==> config.mk <==
export PLATFORM = sky130hd
export DESIGN_NAME = enemy_rom_arbiter
export DESIGN_NICKNAME = d
export VERILOG_FILES = /design/src/rtl/enemy_sprite_pkg.sv /design/src/rtl/rr_arbiter.sv /design/src/rtl/enemy_rom_arbiter.sv
export SDC_FILE = /design/constraint.sdc
export NUM_CORES = 1
export LEC_CHECK = 0
export CAP_MARGIN = 10
export CORE_UTILIZATION = 42
export CTS_BUF_LIST = sky130_fd_sc_hd__clkbuf_4 sky130_fd_sc_hd__clkbuf_8
export DETAILED_ROUTE_END_ITERATION = 16
export PLACE_DENSITY = 0.83
export SLEW_MARGIN = 25
export SYNTH_ARGS = -nofsm -noshare
export SYNTH_HDL_FRONTEND = slang
export SYNTH_SLANG_ARGS = --single-unit
==> constraint.sdc <==
create_clock -name clk -period 6.28 [get_ports clk]
set_clock_uncertainty 0.15 [all_clocks]
set_input_delay 0.628 -clock clk [delete_from_list [all_inputs] [get_ports clk]]
set_output_delay 0.628 -clock clk [all_outputs]
set_load 0.02 [all_outputs]
==> src/rtl/enemy_sprite_pkg.sv <==
// rtl/enemy_sprite_pkg.sv - shared enemy sprite geometry and ROM address helper
package enemy_sprite_pkg;
  localparam int FRAME_W       = 64;
  localparam int FRAME_H       = 56;
  localparam int N_FRAMES      = 3;
  localparam int FRAME_SIZE    = FRAME_W * FRAME_H;
  localparam int FRAME_IDX_W   = 2;
  localparam int Y_W           = 6;
  localparam int X_W           = 6;
  localparam int SPRITE_ADDR_W = 14;
  localparam logic [11:0] TRANSPARENT = 12'h0F0;

  // frame*3584 = (frame<<11)+(frame<<10)+(frame<<9); the largest sum (14847) fits in 14 bits
  function automatic logic [SPRITE_ADDR_W-1:0] sprite_addr(
    input logic [FRAME_IDX_W-1:0] frame,
    input logic [Y_W-1:0]         y,
    input logic [X_W-1:0]         x
  );
    logic [SPRITE_ADDR_W-1:0] f;
    f = SPRITE_ADDR_W'(frame);
    return (f << 11) + (f << 10) + (f << 9) + SPRITE_ADDR_W'({y, x});
  endfunction
endpackage

==> src/rtl/rr_arbiter.sv <==
// rtl/rr_arbiter.sv - round-robin one-hot grant with registered last-winner pointer
module rr_arbiter #(
  parameter int N    = 4,
  parameter int ID_W = 2
) (
  input  logic            clk,
  input  logic            reset,
  input  logic            en,
  input  logic [N-1:0]    req,
  output logic [N-1:0]    gnt,
  output logic [ID_W-1:0] gnt_id
);
  logic [ID_W-1:0] ptr_q, ptr_d;
  logic [ID_W-1:0] idx;
  logic            found;

  always_comb begin
    gnt    = '0;
    gnt_id = '0;
    found  = 1'b0;
    idx    = '0;
    for (int k = 1; k <= N; k++) begin
      idx = ID_W'((int'(ptr_q) + k) % N);
      if (en && !found && req[idx]) begin
        found    = 1'b1;
        gnt[idx] = 1'b1;
        gnt_id   = idx;
      end
    end
    ptr_d = found ? gnt_id : ptr_q;
  end

  // A grant only goes to an asserted request, so every grant is an acceptance
  always_ff @(posedge clk or posedge reset) begin
    if (reset) ptr_q <= ID_W'(N - 1);
    else       ptr_q <= ptr_d;
  end
endmodule

==> src/rtl/enemy_rom_arbiter.sv <==
// rtl/enemy_rom_arbiter.sv - shares one enemy sprite ROM among N_REQ renderers
module enemy_rom_arbiter
  import enemy_sprite_pkg::*;
#(
  parameter int N_REQ      = 4,
  parameter int ID_W       = 2,
  parameter int DATA_WIDTH = 12,
  parameter int ADDR_WIDTH = 14
) (
  input  logic                    clk,
  input  logic                    reset,
  input  logic                    en,
  input  logic [N_REQ-1:0]        req,
  input  logic [2*N_REQ-1:0]      req_frame,
  input  logic [6*N_REQ-1:0]      req_y,
  input  logic [6*N_REQ-1:0]      req_x,
  output logic [N_REQ-1:0]        gnt,
  output logic [ADDR_WIDTH-1:0]   rom_addr,
  input  logic [DATA_WIDTH-1:0]   rom_data,
  output logic                    rsp_valid,
  output logic [ID_W-1:0]         rsp_id,
  output logic [DATA_WIDTH-1:0]   rsp_data
);
  logic [ID_W-1:0]        gnt_id;
  logic                   accept;
  logic [FRAME_IDX_W-1:0] sel_frame;
  logic [Y_W-1:0]         sel_y;
  logic [X_W-1:0]         sel_x;
  logic                   sel_oob;

  logic [ADDR_WIDTH-1:0]  rom_addr_q;
  logic                   v1_q, oob1_q, oob2_q, rsp_valid_q;
  logic [ID_W-1:0]        id1_q, rsp_id_q;

  rr_arbiter #(.N(N_REQ), .ID_W(ID_W)) u_rr (
    .clk    (clk),
    .reset  (reset),
    .en     (en),
    .req    (req),
    .gnt    (gnt),
    .gnt_id (gnt_id)
  );

  assign accept = |gnt;

  always_comb begin
    sel_frame = '0;
    sel_y     = '0;
    sel_x     = '0;
    for (int i = 0; i < N_REQ; i++) begin
      if (gnt[i]) begin
        sel_frame = req_frame[FRAME_IDX_W*i +: FRAME_IDX_W];
        sel_y     = req_y[Y_W*i +: Y_W];
        sel_x     = req_x[X_W*i +: X_W];
      end
    end
    sel_oob = (sel_frame >= FRAME_IDX_W'(N_FRAMES)) || (sel_y >= Y_W'(FRAME_H));
  end

  // Out-of-range requests still occupy a pipeline slot but leave the ROM address alone
  always_ff @(posedge clk or posedge reset) begin
    if (reset) begin
      rom_addr_q  <= '0;
      v1_q        <= 1'b0;
      id1_q       <= '0;
      oob1_q      <= 1'b0;
      rsp_valid_q <= 1'b0;
      rsp_id_q    <= '0;
      oob2_q      <= 1'b0;
    end else begin
      v1_q <= accept;
      if (accept) begin
        id1_q  <= gnt_id;
        oob1_q <= sel_oob;
        if (!sel_oob) rom_addr_q <= ADDR_WIDTH'(sprite_addr(sel_frame, sel_y, sel_x));
      end
      rsp_valid_q <= v1_q;
      rsp_id_q    <= id1_q;
      oob2_q      <= oob1_q;
    end
  end

  assign rom_addr  = rom_addr_q;
  assign rsp_valid = rsp_valid_q;
  assign rsp_id    = rsp_id_q;
  assign rsp_data  = oob2_q ? DATA_WIDTH'(TRANSPARENT) : rom_data;
endmodule
==> metrics.txt, run 1 <==
initial core utilization 0.4359; post-DP HPWL a little under 5000 um; overall via count from detail_route between 2,000 and 2,500; remaining design rule violation count 0; die area about 5600 um^2; leakage power of the design ~1.5 nW; number of global-route vias before repair 1,946; Setup crit start kind flop; number of rows created at floorplan 26; sequential fraction of the synthesis area 0.2726; number of buffers on the longest clock path 2; total I/O pin count around 110; synth-to-layout area growth 52.04%; Setup Crit Path Kind flop to flop; core outline area a little over 5000 um^2; Slew @ Worst Pin roughly 870 ps; data required time at the worst endpoint 6290 ps; final estimated routing congestion in global placement roughly 0.97; pin count of the biggest net entering global routing 25; synthesized cell area ~2200 um^2; number of pins with negative max-slew slack in the final report 0; share of flip-flops with an asynchronous set or reset 1.000; clock network latency to the later pin of the worst-skew pair roughly 270 ps; placed cells slightly above 400; 1st-iter DRT viols 82; total CTS buffers 3; Setup Buffers After CTS 0; post-layout util 0.6627; result of the run completed; post-layout instance count excluding filler cells roughly 420; die width roughly 75 um; maximum frequency from static timing analysis between 150 and 200 MHz; max-cap violations 0; average routed wire per standard cell ~15 um; DR pass1 iterations 4; #FFs+latches synth 24; antenna violations before repair 0; overall global routing resource usage 0.2112; clock transition at the register clock pins on the worst setup and hold paths after CTS about 80 ps; Buffers on Ports 107; diode count 0; max-slew headroom at the worst pin 0.4159; aggregate global routing overflow 0; total of cells resized after clock tree synthesis 0; wire length of the first global-routing pass 8983 um; endpoints failing setup 0; Cells after Synth roughly 250; share of post-route cells with drive strength above 1 0.08696; class of the tightest hold or removal check flop to flop; power per cell area between 600 and 700 nW/um^2; clock net sink count 24; Vias per Instance roughly 5.3; RSZ-0062 raised after global routing no; crit share post-route 0.8388; total detailed-routing wirelength roughly 6000 um; Post-synth EDFFs 0; arrival time of the worst setup path 5280 ps; number of synthesis warnings 0; Max Fanout on Critical Path 14; Net count, final between 400 and 500; TritonCTS clock tree built; die boundary height about 75 um; count of cell types in the netlist 51; post-route ant nets 0; accumulated negative setup slack 0 ps; total power after layout around 2.3 mW; most instantiated flip-flop cell in the synthesis netlist dfrtp_1; Mapped Nets between 300 and 400; time the final worst path needs with I/O delays and setup 5268 ps; Post-Syn Area per Cell around 9.0 um^2; hold buffer count at cts 0; H-tree depth reported by CTS 1; Peak supply drop between 0.5 and 0.6 mV; clock tree root driver cell clkbuf_8; Setup crit end kind flop; final hold vios 0
## critical path: stages (launching register included)
cell,delay (ps)
dfstp_2,700
inv_1,190
ha_1,480
mux2i_1,370
o22ai_1,230
and2_1,230
or2_2,410
and2_1,210
a221oi_1,260
nor2_1,80
mux2_2,310
fa_1,550
ha_1,170
inv_1,60
fa_1,370
xnor2_1,130
mux2_4,260
## power by group
group	switching (mW)	internal [mW]	leakage [nW]
combinational	0.941	0.873	1.13
clock	0.0483	0.0852	0.0357
sequential	0.0629	0.255	0.289
total	1.05	1.21	1.45
## per-stage QoR
stage / setup slack (ps) / instance area [um^2] / hold slack, ps
2_1_floorplan: 1418 / 2212 / 181.2
4_1_cts: 1011 / 3363 / 206.6
5_1_grt: 682.1 / 3363 / 216.8
3_3_place_gp: 1138 / 3292 / 182.2
6_report: 1012 / 3363 / 205.5
3_5_place_dp: 1022 / 3292 / 187.1
## worst paths after layout
path	start	to	slack [ps]	cells after the start
max	u_rr.ptr_q[0]	rom_addr[12]	1010	16
max reg2reg	u_rr.ptr_q[0]	rom_addr[12]	1010	16
min	v1_q	rsp_valid	210	0
min in group asynchronous	reset	rsp_id[1]	690	2
max in group asynchronous	reset	rom_addr[8]	4750	2
min reg2reg	v1_q	rsp_valid	210	0
## cell usage after synthesis, types with 3 or more instances
| master | number | area (um^2) |
|---|---|---|
| a21oi_1 | 16 | 80.08 |
| a221oi_1 | 4 | 35.03 |
| a311oi_1 | 9 | 78.83 |
| and2_1 | 4 | 25.02 |
| buf_6 | 3 | 33.78 |
| clkbuf_1 | 6 | 22.52 |
| dfrtp_1 | 22 | 550.5 |
| fa_1 | 3 | 60.06 |
| ha_1 | 13 | 162.7 |
| inv_1 | 21 | 78.83 |
| mux2_4 | 3 | 45.04 |
| mux2i_1 | 18 | 180.2 |
| nand2_1 | 16 | 60.06 |
| nand3_1 | 13 | 65.06 |
| nor2_1 | 23 | 86.33 |
| nor2b_1 | 9 | 56.30 |
| o211a_1 | 3 | 30.03 |
| o211ai_1 | 5 | 37.54 |
| o21a_1 | 3 | 22.52 |
| o21ai_0 | 3 | 15.01 |
| or2_2 | 6 | 37.54 |
## registers in the layout, summed over array words and instances (netlist names)
register / flops
v1_q: 1
id1_q: 2
rsp_valid: 1
oob2_q: 1
rom_addr: 14
u_rr.ptr_q: 2
rsp_id: 2
oob1_q: 1
## logic make-up after synthesis
| logic type | count (synthesis) | synth area share |
|---|---|---|
| AND/OR/NAND/NOR | 80 | 0.1889 |
| AO/OA/AOI/OAI | 64 | 0.2217 |
| buffers and inverters | 36 | 0.07975 |
| multiplexers | 25 | 0.1323 |
| flip-flops | 24 | 0.2726 |
| adder cells (fa/ha/maj) | 16 | 0.1007 |
| XOR/XNOR | 1 | 0.003960 |
## cells in the final DEF, fill, tap and decap left out, types with 4 or more instances in the layout
cell type	instances
clkdlybuf4s50_1	107
nor2_1	23
inv_1	21
ha_1	13
a311oi_1	9
o211ai_1	5
mux2i_1	18
nand3_1	13
nor2b_1	9
a221oi_1	4
or2_2	6
dfrtp_1	22
a21oi_1	16
nand2_1	16
and2_1	4
## routing by layer
layer | routed length [um] | vias up | GRT usage | part of all wire
met1 | 2746 | 1008 | 0.2947 | 0.45
met5 | 0 | - | 0 | 0
li1 | - | 1079 | - | -
met2 | 2838 | 87 | 0.3403 | 0.47
met4 | 92 | 0 | 0.07128 | 0.015
met3 | 371 | 7 | 0.02439 | 0.061
## cell type report
type                            count  area [um^2]
Inverter                           22        82.58
Timing Repair Buffer              109         1086
Fill cell                         428         1712
Clock buffer                        3        41.29
Clock inverter                      1        30.03
Sequential cell                    24        603.1
Multi-Input combinational cell    186         1433
Tap cell                           70        87.58
Power figures use the tool's default switching activity.
==> run 2, diff against run 1 <==
==> constraint.sdc (replaced) <==
create_clock -name clk -period 5.2 [get_ports clk]
set_clock_uncertainty 0.15 [all_clocks]
set_input_delay 0.52 -clock clk [delete_from_list [all_inputs] [get_ports clk]]
set_output_delay 0.52 -clock clk [all_outputs]
set_load 0.02 [all_outputs]
==> run 2 against run 1 <==
  * Hold slack better by 9.8 ps
  * Routed wire length increased by 4.2%
  * Via count increased by 4.0%
  * Power rose by 25%
  * Utilization increased by 1.8 points
  * Clock-buffer cell count up 1
  * First-iteration DRC count up 7.3%
  * Fmax is 9.1% higher
  * Combinational power is 28% higher
  * Critical path depth increased by 1
==> metrics.txt, run 2 (same netlist as run 1, synthesis figures left out) <==
result of the run completed; final hold vios 0 (unchanged); commonest cells after routing, fill and taps aside 107 x clkdlybuf4s50_1, 23 x nor2_1, 22 x dfrtp_1; number of rows created at floorplan 26 (unchanged); clock tree root driver cell clkbuf_8; post-DP HPWL 5061 um (+4.5%); post-route ant nets 0 (unchanged); final estimated routing congestion in global placement 0.9217 (-4.8%); hold buffer count at cts 0 (unchanged); overall global routing resource usage 0.2277 (+0.01648); clock transition at the register clock pins on the worst setup and hold paths after CTS 80 ps (about the same); worst hold slack across all endpoints 215.3 ps (+9.828 ps); die boundary height 74.58 um (unchanged); clock network latency to the later pin of the worst-skew pair 260 ps (about the same); average routed wire per standard cell 14.87 um (+2.0%); Register Area 606.8 um^2 (+0.62%); Setup Crit Path Kind flop to flop; Buffers on Ports 107 (unchanged); Vias per Instance 5.351 (+1.8%); Slew @ Worst Pin 897.4 ps (+25.07 ps); RSZ-0062 raised after global routing no; DR pass1 iterations 4 (unchanged); placed cell areas 3344 um^2 (+1.6%); Peak supply drop 0.6586 mV (+28%); crit share post-route 0.9288 (+0.08994); core outline area 5075 um^2 (unchanged); total CTS buffers 3 (unchanged); initial core utilization 0.4359 (unchanged); remaining design rule violation count 0 (unchanged); maximum frequency from static timing analysis 207.1 MHz (+9.1%); synth-to-layout area growth 56.16%; die width 74.58 um (unchanged); time the final worst path needs with I/O delays and setup 4830 ps (-438.2 ps); data required time at the worst endpoint 5200 ps (-1090 ps); arrival time of the worst setup path 4830 ps (-450 ps); accumulated negative setup slack 0 ps (unchanged); max-slew headroom at the worst pin 0.4011 (-0.01481); total detailed-routing wirelength 6304 um (+4.2%); flip-flop count of the largest register after layout 14 (unchanged); H-tree depth reported by CTS 1 (unchanged); endpoints failing setup 0 (unchanged); number of filler instances in the final layout 432 (+0.93%); share of post-route cells with drive strength above 1 0.1186 (+0.03169); TritonCTS clock tree built; number of global-route vias before repair 2,041 (+4.9%); max-cap violations 0 (unchanged); number of pins with negative max-slew slack in the final report 0 (unchanged); wire length of the first global-routing pass 9735 um (+8.4%); pin count of the biggest net entering global routing 25 (unchanged); 1st-iter DRT viols 88 (+7.3%); overall via count from detail_route 2,269 (+4.0%); antenna violations before repair 0 (unchanged); Final Cell Area 3455 um^2 (+2.7%); leakage power of the design 1.487 nW (+2.5%); Net count, final 446 (+2.1%); most frequent standard cell in the layout excluding fill and tap cells clkdlybuf4s50_1; aggregate global routing overflow 0 (unchanged); total power after layout 2.821 mW (+25%); Setup crit start kind flop; Setup crit end kind flop; clock net sink count 24 (unchanged); die area 5561 um^2 (unchanged); area taken by multi-input logic gates 1469 um^2 (+2.5%); Max Fanout on Critical Path 14 (unchanged); total I/O pin count 108 (unchanged); number of buffers on the longest clock path 2 (unchanged); class of the tightest hold or removal check flop to flop; diode count 0 (unchanged); power per cell area 816.7 nW/um^2 (+21%)
## run 2: cell types whose count changed in the layout (fill, tap and decap cells not counted), sizes merged
cell and delta:
bufinv -1, buf +9, clkbuf +1
## run 2: what timing repair did
item | CTS | global route
setup endpoints to repair | 0 | 2
buffers inserted | 0 | 2
resized for setup | 0 | 7
## run 2: per-layer routing
metal | global-route usage | vias to the layer above | share of wire
met3 | 0.02710 | 4 | 0.061
met4 | 0.06709 | 0 | 0.0095
met1 | 0.3266 | 1073 | 0.45
met5 | 0 | - | 0
li1 | - | 1103 | -
met2 | 0.3594 | 89 | 0.48
## run 2: layout make-up
| class | count | share of cell area |
|---|---|---|
| Timing Repair Buffer | 118 | 0.3339 |
| Sequential cell | 24 | 0.1757 |
| Tap cell | 70 | 0.02535 |
| Multi-Input combinational cell | 186 | 0.4252 |
| Clock buffer | 4 | 0.01594 |
| Inverter | 22 | 0.02390 |
## run 2: worst paths after layout
kind / startpoint / end / slack, ps / cells past startpoint
setup reg to reg: u_rr.ptr_q[0] / rom_addr[12] / 370 / 17
setup / recovery: u_rr.ptr_q[0] / rom_addr[12] / 370 / 17
hold reg to reg: v1_q / rsp_valid / 220 / 0
min in group asynchronous: reset / id1_q[1] / 620 / 2
max in group asynchronous: reset / rom_addr[0] / 3740 / 2
hold / removal: v1_q / rsp_valid / 220 / 0
## run 2: critical path, stage by stage, from the launching register on
cell	delay (ps)
dfstp_4	710
inv_1	110
ha_4	340
mux4_2	360
nand3b_4	190
nor2_1	110
a31oi_1	80
or2_2	300
and2_1	170
a221oi_1	260
nor2_1	90
mux2_2	320
fa_1	520
ha_1	170
inv_1	60
fa_1	380
xnor2_1	130
mux2_4	260
## run 2: report_power, final
| group | internal [mW] | total (mW) | switching (mW) |
|---|---|---|---|
| Combinational | 1.13 | 2.32 | 1.19 |
| Clock | 0.0675 | 0.125 | 0.0571 |
| Sequential | 0.310 | 0.375 | 0.0651 |
| Total | 1.51 | 2.82 | 1.31 |
## run 2: through the flow
step | setup slack (ps) | utilization | instances
final | 370.5 | 0.6807 | 424
after global routing | 58.55 | 0.6807 | 424
after CTS | 183.5 | 0.6699 | 422
after detailed placement | 198.3 | 0.6590 | 418
after global placement | 300.5 | 0.6590 | 418
after floorplan | 337.8 | - | 246
==> run 3, diff against run 2 <==
--- a/config.mk
+++ b/config.mk
@@ -9,6 +9,7 @@
 export CORE_UTILIZATION = 42
 export CTS_BUF_LIST = sky130_fd_sc_hd__clkbuf_4 sky130_fd_sc_hd__clkbuf_8
 export DETAILED_ROUTE_END_ITERATION = 16
+export HOLD_SLACK_MARGIN = 0.15
 export PLACE_DENSITY = 0.83
 export SLEW_MARGIN = 25
 export SYNTH_ARGS = -nofsm -noshare
==> results of run 3 <==
Final layout, timing and power as in run 2 (identical DEF).
